[src/rtl/instr_fetch_unit.sv]
// Instruction fetch unit: owns the fetch pointer, issues one-at-a-time memory reads and buffers
// returned words in a small FIFO for decode. Optional FETCH_PERF_EN adds stall/flush counters.
module instr_fetch_unit #(
   parameter int ADDR_W = 32,
   parameter int DATA_W = 32,
   parameter int DEPTH  = 4
) (
   input  logic              clk,
   input  logic              reset,
   input  logic              redirect_valid,
   input  logic [ADDR_W-1:0] redirect_addr,
   output logic              mem_req,
   output logic [ADDR_W-1:0] mem_addr,
   input  logic              mem_ack,
   input  logic [DATA_W-1:0] mem_rdata,
   output logic              inst_valid,
   output logic [DATA_W-1:0] inst_data,
   output logic [ADDR_W-1:0] inst_addr,
`ifdef FETCH_PERF_EN
   output logic [31:0]       perf_wait_cnt,
   output logic [31:0]       perf_flush_cnt,
`endif
   input  logic              inst_ready
);

   localparam int PTR_W = $clog2(DEPTH);
   localparam int CNT_W = PTR_W + 1;
   localparam logic [CNT_W-1:0] FULL_COUNT = CNT_W'(DEPTH);

   typedef enum logic [1:0] {
      IDLE    = 2'd0,
      WAIT    = 2'd1,
      DISCARD = 2'd2
   } fetchState_t;

   fetchState_t       state, stateNext;
   logic [ADDR_W-1:0] fptr;
   logic [CNT_W-1:0]  count;
   logic [PTR_W-1:0]  rdPtr, wrPtr;
   logic [DATA_W-1:0] dataMem [DEPTH];
   logic [ADDR_W-1:0] addrMem [DEPTH];

   logic push, pop, issue, reqDone;

   assign inst_valid = (count != '0);
   assign inst_data  = dataMem[rdPtr];
   assign inst_addr  = addrMem[rdPtr];

   // Handshake decisions and next state; a redirect suppresses both the push of an
   // in-flight word and the issue of a new request in the same cycle.
   always_comb begin
      stateNext = state;
      push      = 1'b0;
      issue     = 1'b0;
      reqDone   = 1'b0;
      pop       = inst_valid & inst_ready;
      case (state)
         IDLE: begin
            if (!redirect_valid && (count < FULL_COUNT)) begin
               issue     = 1'b1;
               stateNext = WAIT;
            end
         end
         WAIT: begin
            if (mem_ack) begin
               reqDone   = 1'b1;
               push      = ~redirect_valid;
               stateNext = IDLE;
            end else if (redirect_valid) begin
               stateNext = DISCARD;
            end
         end
         DISCARD: begin
            if (mem_ack) begin
               reqDone   = 1'b1;
               stateNext = IDLE;
            end
         end
         default: stateNext = IDLE;
      endcase
   end

   always_ff @(posedge clk) begin
      if (reset) begin
         state <= IDLE;
      end else begin
         state <= stateNext;
      end
   end

   // Memory request register: address captured from fptr at issue and held until ack.
   always_ff @(posedge clk) begin
      if (reset) begin
         mem_req  <= 1'b0;
         mem_addr <= '0;
      end else if (issue) begin
         mem_req  <= 1'b1;
         mem_addr <= fptr;
      end else if (reqDone) begin
         mem_req  <= 1'b0;
      end
   end

   // Fetch pointer and FIFO bookkeeping; flush on redirect overrides push and pop.
   always_ff @(posedge clk) begin
      if (reset) begin
         fptr  <= '0;
         count <= '0;
         rdPtr <= '0;
         wrPtr <= '0;
      end else if (redirect_valid) begin
         fptr  <= {redirect_addr[ADDR_W-1:2], 2'b00};
         count <= '0;
         rdPtr <= '0;
         wrPtr <= '0;
      end else begin
         if (push) begin
            fptr  <= fptr + ADDR_W'(4);
            wrPtr <= wrPtr + PTR_W'(1);
         end
         if (pop) begin
            rdPtr <= rdPtr + PTR_W'(1);
         end
         if (push && !pop) begin
            count <= count + CNT_W'(1);
         end else if (pop && !push) begin
            count <= count - CNT_W'(1);
         end
      end
   end

   always_ff @(posedge clk) begin
      if (push) begin
         dataMem[wrPtr] <= mem_rdata;
         addrMem[wrPtr] <= fptr;
      end
   end

`ifdef FETCH_PERF_EN
   // Free-running counters for memory stall cycles and redirect cycles.
   always_ff @(posedge clk) begin
      if (reset) begin
         perf_wait_cnt  <= '0;
         perf_flush_cnt <= '0;
      end else begin
         if (mem_req && !mem_ack) begin
            perf_wait_cnt <= perf_wait_cnt + 32'd1;
         end
         if (redirect_valid) begin
            perf_flush_cnt <= perf_flush_cnt + 32'd1;
         end
      end
   end
`endif

endmodule

[config.mk]
export PLATFORM = sky130hd
export DESIGN_NAME = instr_fetch_unit
export DESIGN_NICKNAME = d
export VERILOG_FILES = /design/src/rtl/instr_fetch_unit.sv
export SDC_FILE = /design/constraint.sdc
export NUM_CORES = 1
export LEC_CHECK = 0
export BUFFER_PORTS_ARGS = -buffer_cell sky130_fd_sc_hd__buf_2
export CORE_ASPECT_RATIO = 1.75
export CORE_MARGIN = 4
export CORE_UTILIZATION = 55
export CTS_CLUSTER_SIZE = 24
export DETAILED_ROUTE_END_ITERATION = 12
export PLACE_DENSITY = 0.77
export SLEW_MARGIN = 20
export SYNTH_ARGS = -nofsm -noshare
export SYNTH_HDL_FRONTEND = slang
export SYNTH_SLANG_ARGS = --single-unit
[constraint.sdc]
create_clock -name clk -period 3.6 [get_ports clk]
set_input_delay 0.36 -clock clk [delete_from_list [all_inputs] [get_ports clk]]
set_output_delay 0.36 -clock clk [all_outputs]
set_load 0.02 [all_outputs]
==> results of run 1 <==
-- layer usage --
layer	GRT usage, %	up-vias
li1	-	3352
met3	2.399	36
met4	6.228	0
met1	24.95	3643
met5	0	-
met2	37.07	221
-- report_power, final --
group          leakage [nW]  total [mW]  switching [mW]  internal (mW)
clock                 0.445        2.98            1.24           1.74
sequential             2.84        4.15          0.0912           4.06
combinational          1.60       0.489           0.304          0.185
total                  4.89        7.63            1.64           5.99
-- worst max-delay path, delay by kind of cell, from the launching register on --
family	cells	cell delay, ps
flops	1	590
mux	1	600
buf+inv	2	560
-- state kept, by name (all words and copies together) (netlist names), named ones only --
signal / flops
addrMem: 120
count: 3
dataMem: 128
fptr: 30
mem_addr: 30
mem_req: 1
rdPtr: 2
state: 2
wrPtr: 2
-- per-stage QoR --
stage | power (mW) | area [um^2] | std cells | util (%) | worst slack (ps)
2_1_floorplan | 4.523 | 12520 | 784 | - | 481.4
3_3_place_gp | 4.710 | 13650 | 1203 | 61.36 | 1085
3_5_place_dp | 4.725 | 13650 | 1203 | 61.36 | 984.8
4_1_cts | 7.692 | 14570 | 1251 | 65.47 | 817.2
5_1_grt | 7.897 | 14570 | 1251 | 65.48 | 740.2
6_report | 7.626 | 14570 | 1251 | 65.48 | 909.2
-- final cells by class --
type / instances / area, um^2
clock buffer: 32 / 694.4
clock inverter: 16 / 220.2
fill: 1604 / 7681
inverter: 14 / 52.55
multi-input combinational: 400 / 3378
sequential: 320 / 8894
tap: 296 / 370.4
timing repair buffer: 173 / 960.9
-- kinds of logic after synthesis --
| kind of cell | count (synthesis) |
|---|---|
| flops | 320 |
| xor+xnor | 13 |
| compound gates | 97 |
| buf+inv | 64 |
| fa+ha+maj | 11 |
| mux | 64 |
| other cells | 1 |
| simple gates | 211 |
-- worst max-delay path by stage --
stage / startpoint / slack, ps / end
final: flop / 910 / inst_addr[4]
after global routing: state[1] / 740 / count[2]
after CTS: flop / 820 / inst_addr[4]
after detailed placement: state[1] / 980 / count[2]
after global placement: state[1] / 1090 / count[2]
after floorplan: state[1] / 480 / addrMem[0][10]
-- cell usage in the layout (no fill, tap or decap), drive strengths merged, types with 15 or more instances in the layout --
cell type / instances
nand3: 15
mux4: 62
buf: 173
dfxtp: 72
nand2: 89
or4: 17
clkbuf: 32
a21oi: 43
edfxtp: 248
nor2: 28
==> impl_metrics.py, run 1 <==
metrics = {
    "yosys": {
        "synth_ff_type": "edfxtp_1",
        "netlist.top_cell.by_area": "edfxtp_1",
        "async_flop_share_pct": 0,
        "synth-edff-count": 248,
        "synthAdderAreaFrac_pct": 1.161,
        "yosysUniqueCellTypes": 48,
        "synth-seq-area-share_pct": 71.08,
        "synthSimpleGateAreaFrac_pct": 8.514,
        "syn_area_per_cell_um2": 16.01,
        "synth_most_common_cell": "edfxtp_1",
        "synth_xor_xnor_area_share_pct": 0.9105,
        "synth.ff_latch_count": 320,
        "syn_area_mm2": 0.01251,
        "netlist_instances": 781,
        "yosys.area.top_type_share_pct": 59.55,
        "synth_area_leaders": "edfxtp_1, dfxtp_1, mux4_2",
        "yosys-top-cells-count": "edfxtp_1, nand2_1, dfxtp_1",
        "ys_warn_count": 0,
        "synth_top_family_by_area": "multiplexers",
        "synthMuxAreaShare_pct": 11.33,
        "synth_compound_area_share_pct": 4.922,
    },
    "global_routing": {
        "grt_max_degree": 63,
        "grt_usage_pct": 20.29,
        "antenna_found_initial": 0,
        "grt_overflow": 0,
        "grt_pass1_wl_um": 40370,
        "grt_pass1_vias": 7540,
    },
    "placement": {
        "numPortBuffers": 160,
        "dp_hpwl_um": 16020,
        "gp_routability_congestion": 0.8239,
    },
    "timing": {
        "timing.hold.ws_ps": 44.98,
        "rsz0062_at_grt": "no",
        "clock_skew_ps": 7.348,
        "max_slew_margin_pct": 32.09,
        "setup_viol": 0,
        "min_period_over_period_pct": 74.75,
        "finalSetupTns_ps": 0,
        "report.final.slew_viol_count": 0,
        "fmax_mhz": 371.6,
        "timing.final.hold_violations": 0,
        "tightest_slew_ps": 1012,
        "min_period_ps": 2691,
    },
    "drt": {
        "wirelength_um": 25130,
        "wl_met3_um": 1343,
        "wl_per_cell_um": 20.09,
        "remaining_drc_errors": 0,
        "drt_iter0_drc": 463,
        "met1_length_um": 9442,
        "top_layer": "met4",
        "wl_met2_um": 13780,
        "detail-route-antenna-nets": 0,
        "vias": 7252,
        "dr.pass1.iters": 5,
        "viasPerCell": 5.797,
    },
    "clocking": {
        "clk_latency_ps": 530,
        "root_buffer": "clkbuf_16",
        "cts.sinks": 320,
        "cts_setup_buffers": 0,
        "cts_tree": "done",
        "cts_resized": 0,
        "numCtsBuffers": 26,
        "path_clk_slew_ps": 70,
        "hold_buffers": 0,
        "htree_levels": 1,
        "clock_path_buffers": 3,
    },
    "setup_path": {
        "reg2reg_depth": 10,
        "crit_required_ps": 3240,
        "cp_data_arrival_time_ps": 2330,
        "r2r_end": "count[2]",
        "rrSetupSlack_ps": 970,
        "crit_chain": "buf_12 -> mux4_2 -> buf_2",
        "slowest_stage": "mux4_2",
        "start_kind": "flop",
        "r2r-start": "state[1]",
        "end_kind": "primary output",
        "path_class": "reg2out",
        "cp_max_fo": 45,
        "max_stage_delay_ps": 600,
    },
    "die": {
        "die_y_um": 207.5,
        "pin_count": 167,
        "core_area_mm2": 0.02225,
        "row_count": 72,
        "initial_utilization_pct": 56.20,
        "die_area_mm2": 0.02531,
        "die_w_um": 122.0,
    },
    "min_path": {
        "hold_class": "in2reg",
        "hold_path_depth": 1,
        "hold_path_startpoint": "mem_rdata[17]",
        "hold_end": "dataMem[0][17]",
    },
    "final_layout": {
        "drive_above_1_share_pct": 30.05,
        "num_antenna_cells": 0,
        "syn2layout_area_growth_pct": 16.51,
        "final_nets": 1015,
    },
    "power": {
        "irDropWorstVdd_uv": 468.5,
        "p_per_area_mw_per_mm2": 523.4,
        "p_leak_nw": 4.886,
    },
    "run": {
        "max-cap-violations": 0,
    },
    "run_status": {
        "status": "finished clean",
    },
}
Power figures use the tool's default switching activity.
==> run 2, diff against run 1 <==
==> constraint.sdc (replaced) <==
create_clock -name clk -period 2.61 [get_ports clk]
set_input_delay 0.261 -clock clk [delete_from_list [all_inputs] [get_ports clk]]
set_output_delay 0.261 -clock clk [all_outputs]
set_load 0.02 [all_outputs]
==> run 2 against run 1 <==
Against the previous run:
- clock skew up 10 ps
- clock power up 26%
- die area unchanged
- wire length up 3.4%
- sequential power up 38%
==> impl_metrics.py, run 2 (synthesis gave the netlist of run 1 again) <==
metrics = {
    "setup_path": {
        "r2r-start": "fptr[7]",
        "crit_required_ps": 2350,
        "cp_max_fo": 24,
        "r2r_end": "fptr[18]",
        "start_kind": "flop",
        "rrSetupSlack_ps": 250,
        "reg2reg_depth": 4,
        "cp_data_arrival_time_ps": 2130,
        "end_kind": "primary output",
        "endpoint": "inst_data[0]",
        "path_class": "reg2out",
    },
    "global_routing": {
        "grt_usage_pct": 20.77,
        "gr-usage-met2_pct": 37.95,
        "antenna_found_initial": 0,
        "grt.busiest_layer": "met2",
        "grt_overflow": 0,
        "grt_pass1_wl_um": 41230,
        "met1_usage_pct": 24.86,
        "grt_use_met3_pct": 2.454,
        "grt_max_degree": 63,
        "grt_pass1_vias": 7737,
    },
    "timing": {
        "clock_skew_ps": 17.57,
        "report.final.slew_viol_count": 0,
        "min_period_ps": 2392,
        "timing.hold.ws_ps": 13.79,
        "tightest_slew_ps": 772.9,
        "finalWorstSetupSlack_ps": 217.7,
        "finalSetupTns_ps": 0,
        "max_slew_margin_pct": 48.47,
        "min_period_over_period_pct": 91.66,
        "fmax_mhz": 418.0,
        "rsz0062_at_grt": "no",
        "timing.final.hold_violations": 0,
        "setup_viol": 0,
    },
    "final_layout": {
        "nFillCells": 1551,
        "num_antenna_cells": 0,
        "drive_above_1_share_pct": 29.61,
        "largest_registers": "dataMem x128, addrMem x120",
        "largest_register_ffs": 128,
        "syn2layout_area_growth_pct": 20.69,
        "final_common_cell": "edfxtp_1",
        "regMostFlops": "dataMem",
        "final_nets": 1080,
        "layout_common_cells": "edfxtp_1, buf_2, nand2_1",
    },
    "clocking": {
        "clock_path_buffers": 3,
        "cts.sinks": 320,
        "htree_levels": 1,
        "path_clk_slew_ps": 60,
        "clk_latency_ps": 540,
        "cts_resized": 0,
        "numCtsBuffers": 27,
        "cts_tree": "done",
        "root_buffer": "clkbuf_16",
    },
    "placement": {
        "pre_cts_ws_ps": 244.7,
        "dp_hpwl_um": 16330,
        "gp_routability_congestion": 0.8702,
        "numPortBuffers": 160,
    },
    "die": {
        "row_count": 72,
        "pin_count": 167,
        "die_y_um": 207.5,
        "die_w_um": 122.0,
        "initial_utilization_pct": 56.20,
        "core_area_mm2": 0.02225,
        "die_area_mm2": 0.02531,
    },
    "min_path": {
        "hold_class": "in2reg",
        "hold_path_depth": 3,
    },
    "drt": {
        "viasPerCell": 5.716,
        "drt_iter0_drc": 499,
        "vias": 7522,
        "remaining_drc_errors": 0,
        "detail-route-antenna-nets": 0,
        "wirelength_um": 25980,
        "wl_per_cell_um": 19.74,
        "dr.pass1.iters": 7,
    },
    "run": {
        "max-cap-violations": 0,
    },
    "run_status": {
        "status": "finished clean",
    },
    "power": {
        "irDropWorstVdd_uv": 492.6,
        "finalPower_mw": 10.23,
        "p_leak_nw": 5.115,
        "p_per_area_mw_per_mm2": 678.1,
    },
}
run 2: changes by cell type in the layout (fill, tap and decap cells not counted), moves of 2 or more:
| cell | previous run | this run |
|---|---|---|
| buf_12 | 5 | 7 |
| buf_4 | 8 | 25 |
| bufinv_16 | 5 | 1 |
| clkbuf_1 | 5 | 9 |
| clkinv_2 | 4 | 1 |
| clkinvlp_4 | 1 | 4 |
| dlygate4sd3_1 | 0 | 45 |
run 2: worst min path at each step:
stage,from,endpoint,slack [ps]
3_5_place_dp,mem_addr[24],mem_addr[24],450
4_1_cts,redirect_addr[9],fptr[9],0.5
5_1_grt,redirect_addr[9],fptr[9],5
2_1_floorplan,mem_rdata[0],dataMem[0][0],360
6_report,redirect_addr[9],fptr[9],10
3_3_place_gp,mem_addr[24],mem_addr[24],440
run 2: report_power, final:
part | total [mW] | internal, mW | switching [mW]
logic | 0.773 | 0.320 | 0.453
clock network | 3.75 | 2.03 | 1.72
registers | 5.71 | 5.60 | 0.108
run 2: per-stage QoR:
step	area [um^2]	cells	util [%]
floorplan	12520	784	-
detailed placement	13820	1222	62.11
global placement	13820	1222	62.11
global route	15090	1316	67.83
CTS	15090	1316	67.83
finish	15090	1316	67.83
run 2: timing repair:
action                    CTS  global route
hold endpoints to repair  141             0
setup buffers               0             0
hold buffers               45             0
run 2: final cells by class:
type / instances / area (um^2) / share of cell area, %
sequential: 320 / 8894 / 58.92
multi-input combinational: 400 / 3376 / 22.37
timing repair buffer: 237 / 1579 / 10.46
clock buffer: 36 / 709.4 / 4.700
tap: 296 / 370.4 / 2.454
clock inverter: 13 / 112.6 / 0.7461
inverter: 14 / 52.55 / 0.3482
run 2: metal layers:
metal	routed length, um	vias to the layer above
li1	-	3481
met1	9599	3765
met2	14190	230
met3	1429	46
met4	756	0
met5	0	-
run 2: critical path, stage by stage, from the launching register on:
cell and delay (ps):
dfxtp_4 570, buf_12 280, mux4_2 540, buf_2 180
